==> config.mk <==
export PLATFORM = sky130hd
export DESIGN_NAME = vec_pair_deserializer
export DESIGN_NICKNAME = d
export VERILOG_FILES = /design/src/rtl/vec_pair_deserializer_pkg.sv /design/src/rtl/vec_lane_buffer.sv /design/src/rtl/vec_pair_deserializer.sv
export SDC_FILE = /design/constraint.sdc
export NUM_CORES = 2
export LEC_CHECK = 0
export BUFFER_PORTS_ARGS = -buffer_cell sky130_fd_sc_hd__buf_2
export CAP_MARGIN = 20
export CORE_UTILIZATION = 40
export DETAILED_ROUTE_END_ITERATION = 6
export PLACE_DENSITY = 0.56
export SYNTH_ARGS = -nofsm -noshare
export SYNTH_HDL_FRONTEND = slang
export SYNTH_SLANG_ARGS = --single-unit
==> constraint.sdc <==
create_clock -name clk -period 37.9 [get_ports clk]
set_clock_uncertainty 0.15 [all_clocks]
set_input_delay 7.58 -clock clk [delete_from_list [all_inputs] [get_ports clk]]
set_output_delay 7.58 -clock clk [all_outputs]
set_load 0.005 [all_outputs]
==> src/rtl/vec_pair_deserializer_pkg.sv <==
// Shared helpers for the pair deserializer: float/vector geometry used to place
// lane k of a packed vector.
package vec_pair_deserializer_pkg;

    function automatic int unsigned float_width(input int unsigned exp_w, input int unsigned man_w);
        return 1 + exp_w + man_w;
    endfunction

    function automatic int unsigned vec_width(input int unsigned lanes, input int unsigned fw);
        return lanes * fw;
    endfunction

    // LSB position of lane idx inside a packed vector
    function automatic int unsigned vec_lsb(input int unsigned idx, input int unsigned fw);
        return idx * fw;
    endfunction

endpackage

==> src/rtl/vec_lane_buffer.sv <==
// Per-operand fill buffer: one write-enabled register per lane, plus the
// "merged" view (buffer with the incoming element placed and upper lanes zeroed).
module vec_lane_buffer
    import vec_pair_deserializer_pkg::*;
#(
    parameter int unsigned LANES = 7,
    parameter int unsigned FW    = 32,
    parameter int unsigned IDX_W = 3
) (
    input  logic                  clk,
    input  logic                  rst,
    input  logic                  wr_en,
    input  logic [IDX_W-1:0]      lane_idx,
    input  logic [FW-1:0]         din,
    input  logic                  latch,
    input  logic                  clear,
    output logic [LANES*FW-1:0]   buf_vec,
    output logic [LANES*FW-1:0]   merged
);

    logic [LANES*FW-1:0] buf_q;
    logic [LANES*FW-1:0] buf_d;
    logic [LANES-1:0]    lane_we;

    for (genvar k = 0; k < LANES; k++) begin : g_lane_we
        assign lane_we[k] = wr_en && (lane_idx == IDX_W'(k));
    end

    always_comb begin
        merged = '0;
        for (int unsigned k = 0; k < LANES; k++) begin
            if (IDX_W'(k) < lane_idx) begin
                merged[vec_lsb(k, FW) +: FW] = buf_q[vec_lsb(k, FW) +: FW];
            end else if (IDX_W'(k) == lane_idx) begin
                merged[vec_lsb(k, FW) +: FW] = din;
            end
        end
    end

    always_comb begin
        buf_d = buf_q;
        if (clear) begin
            buf_d = '0;
        end else if (latch) begin
            buf_d = merged;
        end else begin
            for (int unsigned k = 0; k < LANES; k++) begin
                if (lane_we[k]) begin
                    buf_d[vec_lsb(k, FW) +: FW] = din;
                end
            end
        end
    end

    always_ff @(posedge clk or posedge rst) begin
        if (rst) begin
            buf_q <= '0;
        end else begin
            buf_q <= buf_d;
        end
    end

    assign buf_vec = buf_q;

endmodule

==> src/rtl/vec_pair_deserializer.sv <==
// Packs a stream of (lhs, rhs) float pairs into VEC_SIZE-lane vectors for vec_dot,
// with a fill buffer and an output register so input keeps flowing during stalls.
module vec_pair_deserializer
    import vec_pair_deserializer_pkg::*;
#(
    parameter int unsigned VEC_SIZE  = 7,
    parameter int unsigned EXP_WIDTH = 8,
    parameter int unsigned MAN_WIDTH = 23,
    parameter int          BIAS      = -127,
    localparam int unsigned FLOAT_WIDTH = float_width(EXP_WIDTH, MAN_WIDTH),
    localparam int unsigned VEC_WIDTH   = vec_width(VEC_SIZE, FLOAT_WIDTH),
    localparam int unsigned LEN_W       = $clog2(VEC_SIZE + 1)
) (
    input  logic                   clk,
    input  logic                   rst,
    input  logic                   in_valid,
    output logic                   in_ready,
    input  logic [FLOAT_WIDTH-1:0] in_lhs,
    input  logic [FLOAT_WIDTH-1:0] in_rhs,
    input  logic                   in_last,
    output logic                   out_valid,
    input  logic                   out_ready,
    output logic [VEC_WIDTH-1:0]   out_lhs,
    output logic [VEC_WIDTH-1:0]   out_rhs,
    output logic [LEN_W-1:0]       out_len
);

    localparam int unsigned CNT_W = $clog2(VEC_SIZE);

    // Bias only travels with the parameter set; reject nonsensical geometry early.
    if (VEC_SIZE < 2 || BIAS >= 0 || -BIAS >= (2 ** EXP_WIDTH)) begin : g_bad_params
        $error("vec_pair_deserializer: invalid parameter set");
    end

    typedef enum logic [0:0] {
        FILLING = 1'b0,
        PENDING = 1'b1
    } fill_state_t;

    fill_state_t          state_q, state_d;
    logic [CNT_W-1:0]     count_q, count_d;
    logic [LEN_W-1:0]     len_q, len_d;
    logic                 in_ready_q, in_ready_d;
    logic                 out_valid_q, out_valid_d;
    logic [VEC_WIDTH-1:0] out_lhs_q, out_lhs_d;
    logic [VEC_WIDTH-1:0] out_rhs_q, out_rhs_d;
    logic [LEN_W-1:0]     out_len_q, out_len_d;

    logic                 accept, complete, slot_free;
    logic                 buf_latch, buf_clear;
    logic [VEC_WIDTH-1:0] lhs_buf, rhs_buf, lhs_merged, rhs_merged;

    assign accept    = in_valid && in_ready_q;
    assign complete  = accept && ((count_q == CNT_W'(VEC_SIZE - 1)) || in_last);
    assign slot_free = !out_valid_q || out_ready;

    vec_lane_buffer #(
        .LANES (VEC_SIZE),
        .FW    (FLOAT_WIDTH),
        .IDX_W (CNT_W)
    ) u_lhs_buf (
        .clk      (clk),
        .rst      (rst),
        .wr_en    (accept),
        .lane_idx (count_q),
        .din      (in_lhs),
        .latch    (buf_latch),
        .clear    (buf_clear),
        .buf_vec  (lhs_buf),
        .merged   (lhs_merged)
    );

    vec_lane_buffer #(
        .LANES (VEC_SIZE),
        .FW    (FLOAT_WIDTH),
        .IDX_W (CNT_W)
    ) u_rhs_buf (
        .clk      (clk),
        .rst      (rst),
        .wr_en    (accept),
        .lane_idx (count_q),
        .din      (in_rhs),
        .latch    (buf_latch),
        .clear    (buf_clear),
        .buf_vec  (rhs_buf),
        .merged   (rhs_merged)
    );

    always_comb begin
        state_d     = state_q;
        count_d     = count_q;
        len_d       = len_q;
        out_lhs_d   = out_lhs_q;
        out_rhs_d   = out_rhs_q;
        out_len_d   = out_len_q;
        out_valid_d = out_valid_q && !out_ready;
        buf_latch   = 1'b0;
        buf_clear   = 1'b0;

        unique case (state_q)
            FILLING: begin
                if (complete) begin
                    count_d = '0;
                    if (slot_free) begin
                        out_lhs_d   = lhs_merged;
                        out_rhs_d   = rhs_merged;
                        out_len_d   = LEN_W'(count_q) + LEN_W'(1);
                        out_valid_d = 1'b1;
                        buf_clear   = 1'b1;
                    end else begin
                        buf_latch = 1'b1;
                        len_d     = LEN_W'(count_q) + LEN_W'(1);
                        state_d   = PENDING;
                    end
                end else if (accept) begin
                    count_d = count_q + CNT_W'(1);
                end
            end
            PENDING: begin
                if (slot_free) begin
                    out_lhs_d   = lhs_buf;
                    out_rhs_d   = rhs_buf;
                    out_len_d   = len_q;
                    out_valid_d = 1'b1;
                    buf_clear   = 1'b1;
                    count_d     = '0;
                    state_d     = FILLING;
                end
            end
            default: state_d = FILLING;
        endcase

        in_ready_d = (state_d == FILLING);
    end

    always_ff @(posedge clk or posedge rst) begin
        if (rst) begin
            state_q     <= FILLING;
            count_q     <= '0;
            len_q       <= '0;
            in_ready_q  <= 1'b0;
            out_valid_q <= 1'b0;
            out_lhs_q   <= '0;
            out_rhs_q   <= '0;
            out_len_q   <= '0;
        end else begin
            state_q     <= state_d;
            count_q     <= count_d;
            len_q       <= len_d;
            in_ready_q  <= in_ready_d;
            out_valid_q <= out_valid_d;
            out_lhs_q   <= out_lhs_d;
            out_rhs_q   <= out_rhs_d;
            out_len_q   <= out_len_d;
        end
    end

    assign in_ready  = in_ready_q;
    assign out_valid = out_valid_q;
    assign out_lhs   = out_lhs_q;
    assign out_rhs   = out_rhs_q;
    assign out_len   = out_len_q;

endmodule
Word-level counts from Yosys, hierarchy flattened
Cells that the tools add are included.
{"block": "word_totals", "wordCells": 146, "reg_bits": 908, "output_inout_bits": 453, "inputBits": 69}
{"block": "op_classes", "addsub": 1, "n_reduce_logical": 25, "n_mux": 72, "n_eq_ne": 16, "bitwise_logic": 3, "order_cmp": 7}
{"cell": "$mux 224", "count": 10}
{"cell": "$mux 32", "count": 42}
{"cell": "$pmux 224 s2", "count": 2}
{"cell": "$reduce_bool 3->1", "count": 7}
{"cell": "$mux 3", "count": 6}
{"cell": "$pmux 3 s2", "count": 2}
{"cell": "$logic_and 1x1->1", "count": 10}
{"cell": "$eq 3x3->1 const A", "count": 3}
{"cell": "$eq 3x3->1 const B", "count": 3}
{"cell": "$lt 3x3->1 const A", "count": 3}
{"cell": "$mux 1", "count": 7}
{"cell": "$eq 2x3->1 const A", "count": 2}
{"cell": "$eq 3x2->1 const B", "count": 2}
{"cell": "$lt 1x3->1 const A", "count": 2}
{"cell": "$lt 2x3->1 const A", "count": 2}
{"cell": "$pmux 1 s2", "count": 3}
{"cell": "$reduce_and 3->1", "count": 2}
{"cell": "$ne 2x2->1 const B", "count": 2}
{"cell": "$add 3x1->3 const B", "count": 1}
{"cell": "$eq 1x3->1 const A", "count": 1}
{"cell": "$eq 3x1->1 const B", "count": 1}
{"cell": "$logic_not 3->1", "count": 1}
{"cell": "$ne 3x3->1 const B", "count": 1}
{"cell": "$not 1->1", "count": 3}
{"cell": "4 further kinds", "count": 6}

Longest topological paths before layout
{"block": "logic_depth", "word_depth": 7, "mapped_depth": 14, "mapped_depth_nobuf": 7}

By module
A second synthesis with hierarchy kept.
{"block": "unflattened", "hier_cells": 4891, "hier_area_um2": 49905.4}
{"mod": "vec_lane_buffer", "n_inst": 2, "cells_per_inst": 1644, "seq_area_each_um2": 5605.4, "area_per_inst_um2": 14838.0}
{"mod": "vec_pair_deserializer", "n_inst": 1, "cells_per_inst": 1603, "seq_area_each_um2": 11511.0, "area_per_inst_um2": 20229.4}

Worst setup path after synthesis
OpenSTA, ideal clock, no wires.
{"block": "synth_path", "path_kind": "input -> register", "from": "input out_ready", "to": "register u_rhs_buf.buf_q[142], in the netlist u_rhs_buf.buf_vec[142]", "n_path_buf": 4, "setup_time_ps": 125, "t_required_ps": 37625, "stages": 9, "slack_ps": 28498, "arrival_ps": 9127, "path_cell_list": "nand2b_1 > buf_4 > or3_4 > buf_4 > buf_6 > buf_6 > nand3_2 > o21ai_0 > mux2_2"}
{"block": "synth_via", "elab_chain_len": 6, "word_cells_on_any_way": 10, "cone_classes": "mux (8); reduce/logical (2)"}
{"item": "start, declared", "line_no": "vec_pair_deserializer.sv:22", "rtl": "input logic out_ready,"}
{"item": "$logic_or 1x1->1 (*)", "line_no": "vec_pair_deserializer.sv:55", "rtl": "assign slot_free = !out_valid_q || out_ready;"}
{"item": "$mux 1", "line_no": "vec_pair_deserializer.sv:104", "rtl": "if (slot_free) begin"}
{"item": "$mux 1", "line_no": "vec_pair_deserializer.sv:102", "rtl": "if (complete) begin"}
{"item": "$mux 1", "line_no": "vec_pair_deserializer.sv:100", "rtl": "unique case (state_q)"}
{"item": "$mux 224", "line_no": "vec_lane_buffer.sv:44", "rtl": "end else if (latch) begin"}
{"item": "$mux 224", "line_no": "vec_lane_buffer.sv:42", "rtl": "if (clear) begin"}
{"item": "end signal, assigned", "line_no": "vec_lane_buffer.sv:59", "rtl": "buf_q <= buf_d;"}
{"item": "end, declared", "line_no": "vec_lane_buffer.sv:21", "rtl": "logic [LANES*FW-1:0] buf_q;"}
Every way passes the cells marked *; elsewhere a longest branch is shown, timed or not.
A chain may end at the register's enable or synchronous reset.

Worst setup path in the final report
{"block": "layout_path", "from": "input in_last", "to": "register u_rhs_buf.buf_q[126], in the netlist u_rhs_buf.buf_vec[126]"}
{"block": "layout_via", "elab_chain_len": 6, "word_cells_on_any_way": 9, "cone_classes": "mux (6); reduce/logical (3)"}
{"item": "start, declared", "line_no": "vec_pair_deserializer.sv:20", "rtl": "input logic in_last,"}
{"item": "$logic_or 1x1->1 (*)", "line_no": "vec_pair_deserializer.sv:54", "rtl": "assign complete = accept && ((count_q == CNT_W'(VEC_SIZE - 1)) || in_last);"}
{"item": "$logic_and 1x1->1 (*)", "line_no": "vec_pair_deserializer.sv:54"}
{"item": "$mux 1", "line_no": "vec_pair_deserializer.sv:102"}
{"item": "$mux 1", "line_no": "vec_pair_deserializer.sv:100"}
{"item": "$mux 224", "line_no": "vec_lane_buffer.sv:44"}
{"item": "$mux 224", "line_no": "vec_lane_buffer.sv:42"}
Marks and branches as above.

==> qor.csv <==
metric;value;unit
synth_xor_xnor_area_share;0.0191;%
p_leak;22.7;nW
synth_top_flop_cell;dfrtp_1;
antenna_found_initial;10;
maxCapViolCount;0;
ys_top_cells_by_area;dfrtp_1, nand2_1, o21ai_0;
crit_slowest_cell;buf_4;
setup-violations-final;0;
syn_to_final_growth;13.8;%
dieArea;116000;um^2
drt-total-wl;179000;um
total_power;3.28;mW
grt_max_degree;232;
synth_edf_count;0;
syn_inst;5274;
async_reset_ff_share;100;%
clock_latency;700;ps
rows;124;
first_pass_iters;7;
powerDensity;62.8;nW/um^2
cpPeakStageDelay;910;ps
yosys.area_share.simple;14.9;%
viasPerCell;6.04;
path_buf_inv;5;
period_minus_slack;12280;ps
p_int;2.11;mW
drcViolationCount;5;
dieWidth;341;um
clkPwrFrac;31.6;%
routabilityCongestion;0.865;
ys_seq_elements;908;
overflow;0;
netlist_top_cells_count;nand2_1, dfrtp_1, o21ai_0;
grt_pass1_vias;38526;
violations;design-rule violations;
rrSetupSlack;31080;ps
ctsHoldBuffers;0;
synth.distinct_cells;56;
synth_warnings;0;
cp.arrival;12740;ps
drt_iter0_drc;5335;
ir_worst_vdd;0.0363;mV
cts_root_buf;clkbuf_16;
synth-compound-area-share;25.5;%
synth.most_common_cell;nand2_1;
h-tree-depth;3;
yosys.area.top_type;dfrtp_1;
required;38360;ps
cp-start-kind;primary input;
synthesis.nets;5346;
synth_area;46000;um^2
core_area;114000;um^2
cts_tree;done;
finalHoldViolations;0;
slew_headroom;23.8;%
comb_power_share;25.9;%
path_cells;buf_2 -> a211o_1 -> nand3_4 -> buf_4 -> buf_4 -> buf_4 -> buf_4 -> and3_1 -> a21oi_1 -> a21oi_1;
io_pins;522;
port_buffers;521;
fin_tns_setup;0;ps
final_net_count;5453;
cp_common_cell;buf_4;
synth.yosys.seq_area_share;49.4;%
layout_worst_path_cycle_share;32.4;%
end_kind;flop;
cts_setup_buffers;0;
cts.sinks;908;
postSynthAreaPerCell;8.72;um^2
status;finished, violations left;
rsz0062_at_grt;no;
tightest_slew;1140;ps
grt_pass1_wl;265000;um
synthMuxAreaShare;4.73;%
dr_total_vias;42174;
swShare;35.7;%
synth_top_area_share;49.4;%
finalMaxSlewViolations;0;
crit_family;buffers and inverters;
p_switching;1.17;mW
drive_gt1_share;17.0;%
cts_buffer_depth;3;
die_height;341;um
cts_resized;0;
ant_nets;0;
cts_made_buffers;105;
crit_path_max_fanout;104;
grtUsageTotal;29.9;%
critical_path_class;primary input to flop;
dp_hpwl;112000;um
synth_top_family_by_area;compound AO/OA/AOI/OAI gates;
wl_per_cell;25.7;um
clk_pin_slew;60;ps
worstHoldPathType;flop to flop;
initial_core_util;40.3;%
fmax;0.0814;GHz
seqPwrFrac;42.6;%
synth_fa_ha_area_share;0.0817;%
[flip-flops by register name, indices dropped and copies added (netlist names)]
name	count
out_lhs	224
u_lhs_buf.buf_vec	224
u_rhs_buf.buf_vec	224
out_rhs	224
out_len	3
out_valid	1
in_ready	1
len_q	3
count_q	3
state_q	1
[cell usage in the layout, fill, tap and decap left out, types with 21 or more instances in the layout]
cell and n:
mux2i_1 90, a21boi_0 49, o21ai_1 43, o31ai_1 63, mux2_2 113, nand3_1 133, a21oi_1 344, and3_1 40
o21ai_0 638, dfrtp_1 904, nand3_2 23, o2bb2ai_1 80, o21a_1 113, o211ai_1 178, clkbuf_16 106, a31oi_1 156
buf_4 51, nand2_1 1048, buf_2 521, a221oi_1 96, clkbuf_8 27, clkinv_2 21, nor2_1 402, a22o_1 96
[stage by stage]
step           setup slack, ps  std cells  hold WS, ps  utilization, %  cell area [um^2]
4_1_cts                  25740       6975          327            45.8             52300
5_1_grt                  25290       6979          346            45.8             52300
6_report                 25620       6981          326            45.8             52300
2_1_floorplan             4640       5274          296               -             46000
3_3_place_gp             25100       6786          307            42.7             48800
3_5_place_dp             25020       6786          314            42.7             48800
[power groups by stage]
stage | combinational (mW) | clock [mW] | sequential, mW
6_report | 0.849 | 1.04 | 1.40
5_1_grt | 0.933 | 1.09 | 1.42
4_1_cts | 0.845 | 1.05 | 1.39
3_5_place_dp | 0.842 | 0 | 1.41
3_3_place_gp | 0.830 | 0 | 1.40
2_1_floorplan | 0.503 | 0 | 1.36
[worst paths after layout]
path,depth (start not counted),endpoint,startpoint
max in group asynchronous,6,u_lhs_buf.buf_vec[56],rst
worst min-delay path,2,out_rhs[81],out_rhs[81]
min in group asynchronous,2,out_rhs[45],rst
worst max-delay path,10,u_rhs_buf.buf_vec[126],in_last
worst max register to register,11,u_rhs_buf.buf_vec[126],count_q[0]
worst min register to register,2,out_rhs[81],out_rhs[81]
[logic make-up after synthesis]
family          count (synthesis)
simple gates                 1683
xor+xnor                        1
flops                         908
compound gates               1883
fa+ha+maj                       3
mux                           203
buf+inv                       593
[metal layers]
layer | up-vias | global-route usage, % | wire length [um]
met5 | - | 0 | 62
met4 | 8 | 8.11 | 4420
met3 | 230 | 7.40 | 18700
met2 | 2122 | 40.2 | 73100
met1 | 20926 | 46.9 | 83200
li1 | 18888 | - | -
[area by class of cell]
class / instances / area (um^2)
flip-flops and latches: 908 / 22700
repair buffers: 579 / 3130
inverters: 14 / 65.1
well taps: 1512 / 1890
clock inverters: 36 / 365
multi-input cells: 3773 / 21000
fillers: 11215 / 61900
diodes: 6 / 15.0
clock buffers: 153 / 3100
[tightest hold or removal path, delay by kind of cell (launching register included)]
kind | cells | cell delay, ps
flip-flops | 1 | 340
AO/OA/AOI/OAI | 1 | 60
AND/OR/NAND/NOR | 1 | 50
(Power assumes the default switching activity.)
